==> src/rtl/cdb_arbiter_if.sv <==
// Functional-unit result sources and the single-lane CDB broadcast.
// Every field is packed per source: source i sits at [i*W +: W].
interface cdb_arbiter_if #(
    parameter int NUM_FU  = 4,
    parameter int FU_IDX  = 2,
    parameter int PRF_IDX = 6,
    parameter int ROB_IDX = 5
) ();
    logic [NUM_FU-1:0]         fu_valid;
    logic [NUM_FU*PRF_IDX-1:0] fu_tag;
    logic [NUM_FU*64-1:0]      fu_value;
    logic [NUM_FU*ROB_IDX-1:0] fu_rob_idx;
    logic [NUM_FU-1:0]         fu_ready;
    logic                      flush;
    logic                      cdb_valid;
    logic [PRF_IDX-1:0]        cdb_tag;
    logic [63:0]               cdb_value;
    logic [ROB_IDX-1:0]        cdb_rob_idx;
    logic [FU_IDX-1:0]         cdb_src;

    modport master (
        output fu_valid, fu_tag, fu_value, fu_rob_idx, flush,
        input  fu_ready, cdb_valid, cdb_tag, cdb_value, cdb_rob_idx, cdb_src
    );

    modport slave (
        input  fu_valid, fu_tag, fu_value, fu_rob_idx, flush,
        output fu_ready, cdb_valid, cdb_tag, cdb_value, cdb_rob_idx, cdb_src
    );
endinterface

==> src/rtl/cdb_arbiter.sv <==
// CDB transmit side: one small FIFO per functional unit, a round-robin pick
// of one head per cycle, and a registered broadcast that never stalls.
module cdb_arbiter #(
    parameter int NUM_FU     = 4,
    parameter int FU_IDX     = 2,
    parameter int FIFO_DEPTH = 2,
    parameter int PRF_IDX    = 6,
    parameter int ROB_IDX    = 5
) (
    input  logic         clk,
    input  logic         reset,
    cdb_arbiter_if.slave bus
);
    localparam int PTR_W = (FIFO_DEPTH > 1) ? $clog2(FIFO_DEPTH) : 1;
    localparam int CNT_W = $clog2(FIFO_DEPTH + 1);

    typedef struct packed {
        logic [PRF_IDX-1:0] tag;
        logic [63:0]        value;
        logic [ROB_IDX-1:0] rob_idx;
    } entry_t;

    entry_t [NUM_FU-1:0] w_head;
    logic [NUM_FU-1:0]   w_nonempty;
    logic [NUM_FU-1:0]   w_ready;
    logic [NUM_FU-1:0]   w_push;
    logic [NUM_FU-1:0]   w_pop;
    logic                w_grant;
    logic [FU_IDX-1:0]   w_winner;

    logic [FU_IDX-1:0]   r_rr_ptr;
    logic                r_cdb_valid;
    logic [PRF_IDX-1:0]  r_cdb_tag;
    logic [63:0]         r_cdb_value;
    logic [ROB_IDX-1:0]  r_cdb_rob_idx;
    logic [FU_IDX-1:0]   r_cdb_src;

    for (genvar g = 0; g < NUM_FU; g++) begin : g_fifo
        entry_t           r_mem [FIFO_DEPTH];
        logic [PTR_W-1:0] r_wptr;
        logic [PTR_W-1:0] r_rptr;
        logic [CNT_W-1:0] r_cnt;

        // Ready looks only at the count, so a same-cycle pop never opens a full FIFO.
        assign w_ready[g]    = (r_cnt != CNT_W'(FIFO_DEPTH));
        assign w_nonempty[g] = (r_cnt != '0);
        assign w_push[g]     = bus.fu_valid[g] & w_ready[g];
        assign w_pop[g]      = w_grant && (w_winner == FU_IDX'(g));
        assign w_head[g]     = r_mem[r_rptr];

        always_ff @(posedge clk) begin
            if (w_push[g])
                r_mem[r_wptr] <= '{tag:     bus.fu_tag[g*PRF_IDX +: PRF_IDX],
                                   value:   bus.fu_value[g*64 +: 64],
                                   rob_idx: bus.fu_rob_idx[g*ROB_IDX +: ROB_IDX]};
        end

        always_ff @(posedge clk) begin
            if (reset || bus.flush) begin
                r_wptr <= '0;
                r_rptr <= '0;
                r_cnt  <= '0;
            end else begin
                if (w_push[g]) r_wptr <= r_wptr + 1'b1;
                if (w_pop[g])  r_rptr <= r_rptr + 1'b1;
                case ({w_push[g], w_pop[g]})
                    2'b10:   r_cnt <= r_cnt + 1'b1;
                    2'b01:   r_cnt <= r_cnt - 1'b1;
                    default: ;
                endcase
            end
        end
    end

    // First non-empty source at or above rr_ptr, wrapping; pushes of this cycle are not visible yet.
    always_comb begin
        int idx;
        idx      = 0;
        w_grant  = 1'b0;
        w_winner = '0;
        for (int k = 0; k < NUM_FU; k++) begin
            idx = int'(r_rr_ptr) + k;
            if (idx >= NUM_FU) idx = idx - NUM_FU;
            if (!w_grant && w_nonempty[FU_IDX'(idx)]) begin
                w_grant  = 1'b1;
                w_winner = FU_IDX'(idx);
            end
        end
    end

    always_ff @(posedge clk) begin
        if (reset) begin
            r_rr_ptr      <= '0;
            r_cdb_valid   <= 1'b0;
            r_cdb_tag     <= '0;
            r_cdb_value   <= '0;
            r_cdb_rob_idx <= '0;
            r_cdb_src     <= '0;
        end else if (bus.flush) begin
            r_cdb_valid <= 1'b0;
        end else begin
            r_cdb_valid <= w_grant;
            if (w_grant) begin
                r_rr_ptr      <= (w_winner == FU_IDX'(NUM_FU - 1)) ? '0 : w_winner + 1'b1;
                r_cdb_tag     <= w_head[w_winner].tag;
                r_cdb_value   <= w_head[w_winner].value;
                r_cdb_rob_idx <= w_head[w_winner].rob_idx;
                r_cdb_src     <= w_winner;
            end
        end
    end

    assign bus.fu_ready    = w_ready;
    assign bus.cdb_valid   = r_cdb_valid;
    assign bus.cdb_tag     = r_cdb_tag;
    assign bus.cdb_value   = r_cdb_value;
    assign bus.cdb_rob_idx = r_cdb_rob_idx;
    assign bus.cdb_src     = r_cdb_src;
endmodule

==> src/flat_wrapper.sv <==
// flat-port wrapper written by rule: the top's interface ports become plain ports
module cdb_arbiter_flat 
#(
    parameter int NUM_FU     = 4,
    parameter int FU_IDX     = 2,
    parameter int FIFO_DEPTH = 2,
    parameter int PRF_IDX    = 6,
    parameter int ROB_IDX    = 5
)
  (clk, reset, bus_fu_valid, bus_fu_tag, bus_fu_value, bus_fu_rob_idx, bus_flush, bus_fu_ready, bus_cdb_valid, bus_cdb_tag, bus_cdb_value, bus_cdb_rob_idx, bus_cdb_src);
  cdb_arbiter_if #(.NUM_FU(NUM_FU), .FU_IDX(FU_IDX), .PRF_IDX(PRF_IDX), .ROB_IDX(ROB_IDX)) bus_i ();
  input  logic clk;
  input  logic reset;
  input wire logic [$bits(bus_i.fu_valid)-1:0] bus_fu_valid;
  input wire logic [$bits(bus_i.fu_tag)-1:0] bus_fu_tag;
  input wire logic [$bits(bus_i.fu_value)-1:0] bus_fu_value;
  input wire logic [$bits(bus_i.fu_rob_idx)-1:0] bus_fu_rob_idx;
  input wire logic [$bits(bus_i.flush)-1:0] bus_flush;
  output wire logic [$bits(bus_i.fu_ready)-1:0] bus_fu_ready;
  output wire logic [$bits(bus_i.cdb_valid)-1:0] bus_cdb_valid;
  output wire logic [$bits(bus_i.cdb_tag)-1:0] bus_cdb_tag;
  output wire logic [$bits(bus_i.cdb_value)-1:0] bus_cdb_value;
  output wire logic [$bits(bus_i.cdb_rob_idx)-1:0] bus_cdb_rob_idx;
  output wire logic [$bits(bus_i.cdb_src)-1:0] bus_cdb_src;
  assign bus_i.fu_valid = bus_fu_valid;
  assign bus_i.fu_tag = bus_fu_tag;
  assign bus_i.fu_value = bus_fu_value;
  assign bus_i.fu_rob_idx = bus_fu_rob_idx;
  assign bus_i.flush = bus_flush;
  assign bus_fu_ready = bus_i.fu_ready;
  assign bus_cdb_valid = bus_i.cdb_valid;
  assign bus_cdb_tag = bus_i.cdb_tag;
  assign bus_cdb_value = bus_i.cdb_value;
  assign bus_cdb_rob_idx = bus_i.cdb_rob_idx;
  assign bus_cdb_src = bus_i.cdb_src;
  cdb_arbiter #(.NUM_FU(NUM_FU), .FU_IDX(FU_IDX), .FIFO_DEPTH(FIFO_DEPTH), .PRF_IDX(PRF_IDX), .ROB_IDX(ROB_IDX)) u_core (.clk(clk), .reset(reset), .bus(bus_i));
endmodule
==> config.mk <==
export PLATFORM = sky130hd
export DESIGN_NAME = cdb_arbiter_flat
export DESIGN_NICKNAME = d
export VERILOG_FILES = /design/src/rtl/cdb_arbiter_if.sv /design/src/rtl/cdb_arbiter.sv /design/src/flat_wrapper.sv
export SDC_FILE = /design/constraint.sdc
export NUM_CORES = 1
export LEC_CHECK = 0
export CORE_UTILIZATION = 35
export DETAILED_ROUTE_END_ITERATION = 6
export PLACE_DENSITY_LB_ADDON = 0.2
export SLEW_MARGIN = 0
export SYNTH_ARGS = -nofsm -noshare
export SYNTH_HDL_FRONTEND = slang
export SYNTH_SLANG_ARGS = --single-unit
==> constraint.sdc <==
create_clock -name clk -period 11.6 [get_ports clk]
set_input_delay 2.32 -clock clk [delete_from_list [all_inputs] [get_ports clk]]
set_output_delay 2.32 -clock clk [all_outputs]
set_load 0.1 [all_outputs]
# After elaboration in Yosys (flattened, before gate mapping)
# Memories as Yosys holds them, arrays and structs flattened. A register that Yosys moved wholly into a read port is not among the register bits.
# Cells that the tools add are included.
[totals] n_memories=4 mem_bits_ro=0 output_inout_bits=82 in_bits=307 ramBits=600 register_bits=96 latchBits=0 elab_cells=144
[memory_table] name="u_core.g_fifo[0].r_mem" depth=2 width=75 rd=1 rd_clocked_by_memory_dff=1 wr=1 line="cdb_arbiter.sv:39" rtl="entry_t r_mem [FIFO_DEPTH];"
[memory_table] name="u_core.g_fifo[1].r_mem" depth=2 width=75 rd=1 rd_clocked_by_memory_dff=1 wr=1 line="cdb_arbiter.sv:39"
[memory_table] name="u_core.g_fifo[2].r_mem" depth=2 width=75 rd=1 rd_clocked_by_memory_dff=1 wr=1 line="cdb_arbiter.sv:39"
[memory_table] name="u_core.g_fifo[3].r_mem" depth=2 width=75 rd=1 rd_clocked_by_memory_dff=1 wr=1 line="cdb_arbiter.sv:39"
[classes] reduce_logical=22 div_mod_pow=0 shift=0 bitwise_logic=5 n_mul=0 magnitude_cmp=9 addsub=24 n_eq_ne=15 n_mux=47
[ops] cell="$bmux W75 S2" n=1
[ops] cell="$mux W75" n=1
[ops] cell="$mux W1" n=28
[ops] cell="$mux W2" n=9
[ops] cell="$lt A2 B4 Y1 const B" n=4
[ops] cell="$pmux W2 S2" n=4
[ops] cell="$reduce_bool A2 Y1" n=8
[ops] cell="$sub A2 B1 Y2 const B" n=8
[ops] cell="$eq A2 B2 Y1 const B" n=6
[ops] cell="$add A2 B1 Y2 const B" n=5
[ops] cell="$eq A2 B1 Y1 const B" n=5
[ops] cell="$ge A3 B3 Y1 const B" n=3
[ops] cell="$add A1 B1 Y1 const B" n=8
[ops] cell="$bmux W1 S2" n=4
[ops] cell="$ne A2 B2 Y1 const B" n=4
[ops] cell="$logic_and A1 B1 Y1" n=7
[ops] cell="$add A2 B2 Y3 const B" n=2
[ops] cell="$and A1 B1 Y1" n=4
[ops] cell="$add A2 B1 Y3 const B" n=1
[ops] cell="$ge A2 B3 Y1 const B" n=1
[ops] cell="$logic_not A1 Y1" n=3
[ops] cell="$lt A2 B3 Y1 const B" n=1
[ops] cell="$logic_not A2 Y1" n=1
[ops] cell="$reduce_and A2 Y1" n=1
[ops] cell="3 further kinds" n=3

# Depth between registers and ports, before layout
[depth] word_depth=19 depth_mapped=10 depth_no_buf=7

# Worst setup path after synthesis
# Ideal clock, no wire load.
[synth_timing] path_type="input port to flip-flop" start="input bus_fu_valid[0]" end="memory u_core.g_fifo[0].r_mem[0][0] in the netlist's numbering, enable pin" arrival_time_ps=5595 path_slack_ps=5496 path_stages=2 required_time_ps=11091 cell_sequence="nand2_1 -> nor2_1"
[synth_via] elab_chain_len=3
[synth_lines] element="start, declared" line="flat_wrapper.sv:14" rtl="input wire logic [$bits(bus_i.fu_valid)-1:0] bus_fu_valid;"
[synth_lines] element="$and A1 B1 Y1" line="cdb_arbiter.sv:47" rtl="assign w_push[g] = bus.fu_valid[g] & w_ready[g];"
[synth_lines] element="$mux W1" line="cdb_arbiter.sv:52" rtl="if (w_push[g])"
[synth_lines] element="$mux W1 (not written as such)" line="cdb_arbiter.sv:53" rtl="r_mem[r_wptr] <= '{tag: bus.fu_tag[g*PRF_IDX +: PRF_IDX],"
[synth_lines] element="end, declared" line="cdb_arbiter.sv:39"
# Every way passes these cells.

# Worst setup path after layout
[layout_timing] start="register u_core.g_fifo[3].r_cnt[0]" end="output bus_fu_ready[3]"
[layout_via] elab_chain_len=1
[layout_lines] element="start, declared" line="cdb_arbiter.sv:42" rtl="logic [CNT_W-1:0] r_cnt;"
[layout_lines] element="start signal, assigned" line="cdb_arbiter.sv:67" rtl="2'b10: r_cnt <= r_cnt + 1'b1;"
[layout_lines] element="start signal, assigned" line="cdb_arbiter.sv:68" rtl="2'b01: r_cnt <= r_cnt - 1'b1;"
[layout_lines] element="$ne A2 B2 Y1" line="cdb_arbiter.sv:45" rtl="assign w_ready[g] = (r_cnt != CNT_W'(FIFO_DEPTH));"
[layout_lines] element="end, declared" line="flat_wrapper.sv:19" rtl="output wire logic [$bits(bus_i.fu_ready)-1:0] bus_fu_ready;"
# Every way passes these cells.

==> results.py <==
metrics = {
    "worst_setup_path": {
        "cp.required_ns": 9.28,
        "crit_fanout": 8,
        "end_kind": "output port",
        "worstSetupPathType": "register to output port",
        "startpoint_type": "register",
        "arrival_ns": 2.68,
        "ff2ff_setup_slack_ns": 8.43,
    },
    "yosys": {
        "yosysWarnings": 0,
        "synth-edff-count": 600,
        "ys_seq_elements": 700,
        "netlist_area_sq_mm": 0.0275,
        "ys_async_sr_fraction": 0,
        "yosysSeqAreaShare": 0.729,
        "synth.most_common_cell": "edfxtp_1",
        "yosys.area.top_type": "edfxtp_1",
        "yosysUniqueCellTypes": 49,
        "synth_commonest_cells": "600 x edfxtp_1, 237 x mux2_2, 122 x mux2i_1, 100 x dfxtp_1, 66 x a221oi_1",
        "synth_top_area_frac": 0.656,
        "synth.area.top_cells": "edfxtp_1 66%, mux2_2 9.7%, dfxtp_1 7.3%",
        "synth_flop_cell": "edfxtp_1",
        "syn_inst": 1585,
        "synth.avg_cell_area_sq_um": 17.3,
        "syn_nets": 1896,
    },
    "power": {
        "power.density_mw_per_mm2": 237,
        "swShare": 0.350,
        "power_frac_comb": 0.312,
        "clkPwrFrac": 0.303,
        "total_power_uw": 8300,
        "p_leak_uw": 0.0114,
        "seq_power_share": 0.385,
        "intPower_uw": 5390,
        "ir_worst_vdd_v": 0.000189,
        "p_switching_uw": 2910,
    },
    "clock_network": {
        "ctsResizeCount": 0,
        "clk_latency_ns": 0.61,
        "cts_buffers": 78,
        "cts_setup_buffers": 0,
        "path_clk_slew_ns": 0.06,
        "clock-sinks": 700,
        "root_buffer": "clkbuf_16",
        "hold_buffers": 0,
        "clock_path_buffers": 3,
        "htree_levels": 3,
        "cts_tree": "built",
    },
    "detailed_routing": {
        "initialDrtViolationCount": 829,
        "dr.pass1.iters": 5,
        "drt-total-wl_mm": 75.4,
        "ant_nets": 0,
        "drc": 0,
        "post_drt_wl_per_cell_um": 24.4,
        "vias": 15600,
        "vias_per_cell": 5.05,
    },
    "timing": {
        "fin_tns_setup_ns": 0,
        "drv_slew": 0,
        "hold_ws_ns": 0.502,
        "min_period_ns": 5.00,
        "finClkSkew_ns": 0.0211,
        "hold_viol": 0,
        "fmax_mhz": 200,
        "max_slew_margin": 0.262,
        "rsz0062_at_grt": "no",
        "max_slew.worst_pin.slew_ns": 1.10,
        "setup_viol": 0,
        "setup_slack_ns": 6.60,
        "min_period_over_period": 0.431,
    },
    "global_route": {
        "grt_max_degree": 67,
        "grt_pass1_vias": 16500,
        "grt-ovfl-total": 0,
        "antenna_found_initial": 29,
        "grt_pass1_wl_mm": 108,
        "grtUsageTotal": 0.187,
    },
    "cells_and_area": {
        "regArea_sq_mm": 0.0200,
        "final_cell_area_sq_mm": 0.0350,
        "layout-drive-gt1-share": 0.215,
        "nFillCells": 6868,
        "area_growth_pct": 27.5,
        "nets": 2288,
        "multi_input_area_sq_mm": 0.00697,
    },
    "placement": {
        "postPlaceCellArea_sq_mm": 0.0324,
        "dp_hpwl_mm": 47.1,
        "io_buffers": 388,
        "dp_slack_ns": 6.49,
        "gp_congestion": 0.752,
    },
    "floorplan": {
        "start_util": 0.354,
        "chipWidth_um": 282,
        "die_h_um": 282,
        "ios": 389,
        "core_area_sq_mm": 0.0776,
        "die_area_sq_mm": 0.0796,
        "placementRows": 102,
    },
    "job": {
        "cap_violations": 0,
    },
    "worst_hold_path": {
        "hp-class": "register to register",
    },
    "run_status": {
        "status": "completed",
    },
}
-- cell usage in the layout, fill, tap and decap left out, types with 18 or more instances in the layout --
cell,netlist,final
clkdlybuf4s50_1,0,387
dfxtp_1,100,96
nand2_1,19,18
o22ai_1,50,50
a221oi_1,66,66
mux2i_1,122,122
o21bai_1,51,51
or2_2,18,18
edfxtp_1,600,600
or2_0,18,18
mux2_2,237,237
buf_4,13,23
nor2_1,41,37
clkbuf_16,0,79
a21oi_1,19,19
-- cell type report --
| cell class | count | share of cell area |
|---|---|---|
| Antenna cell | 7 | 0.000500 |
| Clock buffer | 101 | 0.0605 |
| Clock inverter | 44 | 0.0140 |
| Inverter | 10 | 0.00107 |
| Multi-Input combinational cell | 777 | 0.199 |
| Sequential cell | 700 | 0.572 |
| Tap cell | 1040 | 0.0372 |
| Timing Repair Buffer | 410 | 0.116 |
-- worst max-delay path: stages (launching register included) --
cell	delay, ns
dfxtp_1	0.57
nand2b_1	0.30
clkdlybuf4s50_1	1.20
-- power groups by stage --
| stage | Sequential, uW | Clock, uW | Combinational (uW) |
|---|---|---|---|
| CTS | 3200 | 2580 | 2640 |
| detailed placement | 3250 | 0 | 2630 |
| finish | 3190 | 2520 | 2590 |
| global route | 3220 | 2670 | 2750 |
| floorplan | 3830 | 0 | 1260 |
| global placement | 3240 | 0 | 2600 |
-- per-stage QoR --
step | utilization | std cells
3_5_place_dp | 0.417 | 2937
3_3_place_gp | 0.417 | 2937
6_report | 0.451 | 3089
4_1_cts | 0.451 | 3082
2_1_floorplan | - | 1585
5_1_grt | 0.451 | 3084
-- final timing paths --
| check | start | to | cells after the start |
|---|---|---|---|
| setup / recovery | u_core.g_fifo[3].r_cnt[0] | bus_fu_ready[3] | 2 |
| hold / removal | u_core.bus.cdb_src[0] | u_core.bus.cdb_src[0] | 2 |
| setup reg to reg | u_core.g_fifo[3].r_cnt[0] | u_core.g_fifo[3].r_mem[0][33] | 4 |
| hold reg to reg | u_core.bus.cdb_src[0] | u_core.bus.cdb_src[0] | 2 |
-- sequential cells by signal (all words and copies together) (netlist names), 2 cells and up, named ones only --
name	flops
u_core.bus.cdb_value	64
u_core.r_rr_ptr	2
u_core.g_fifo.r_rptr	4
u_core.bus.cdb_src	2
u_core.g_fifo.r_mem	600
u_core.bus.cdb_rob_idx	5
u_core.bus.cdb_tag	6
u_core.g_fifo.r_cnt	8
u_core.g_fifo.r_wptr	4
-- metal layers --
layer  track usage  share of wire  up-vias
li1              -              -     7082
met1         0.227           0.41     7906
met2         0.322           0.50      424
met3        0.0547          0.073      139
met4        0.0546          0.018       50
met5             0         0.0040        -
-- logic make-up (layout without fill, tap and decap cells) --
family	Yosys count	after routing	share of synthesized area
flops	700	700	0.729
fa+ha+maj	4	4	0.00182
simple gates	139	139	0.0272
compound gates	259	259	0.0742
buf+inv	108	565	0.0209
other cells	0	7	0
mux	359	359	0.142
xor+xnor	16	16	0.00510
No activity file was read; power rests on OpenSTA's default activity.
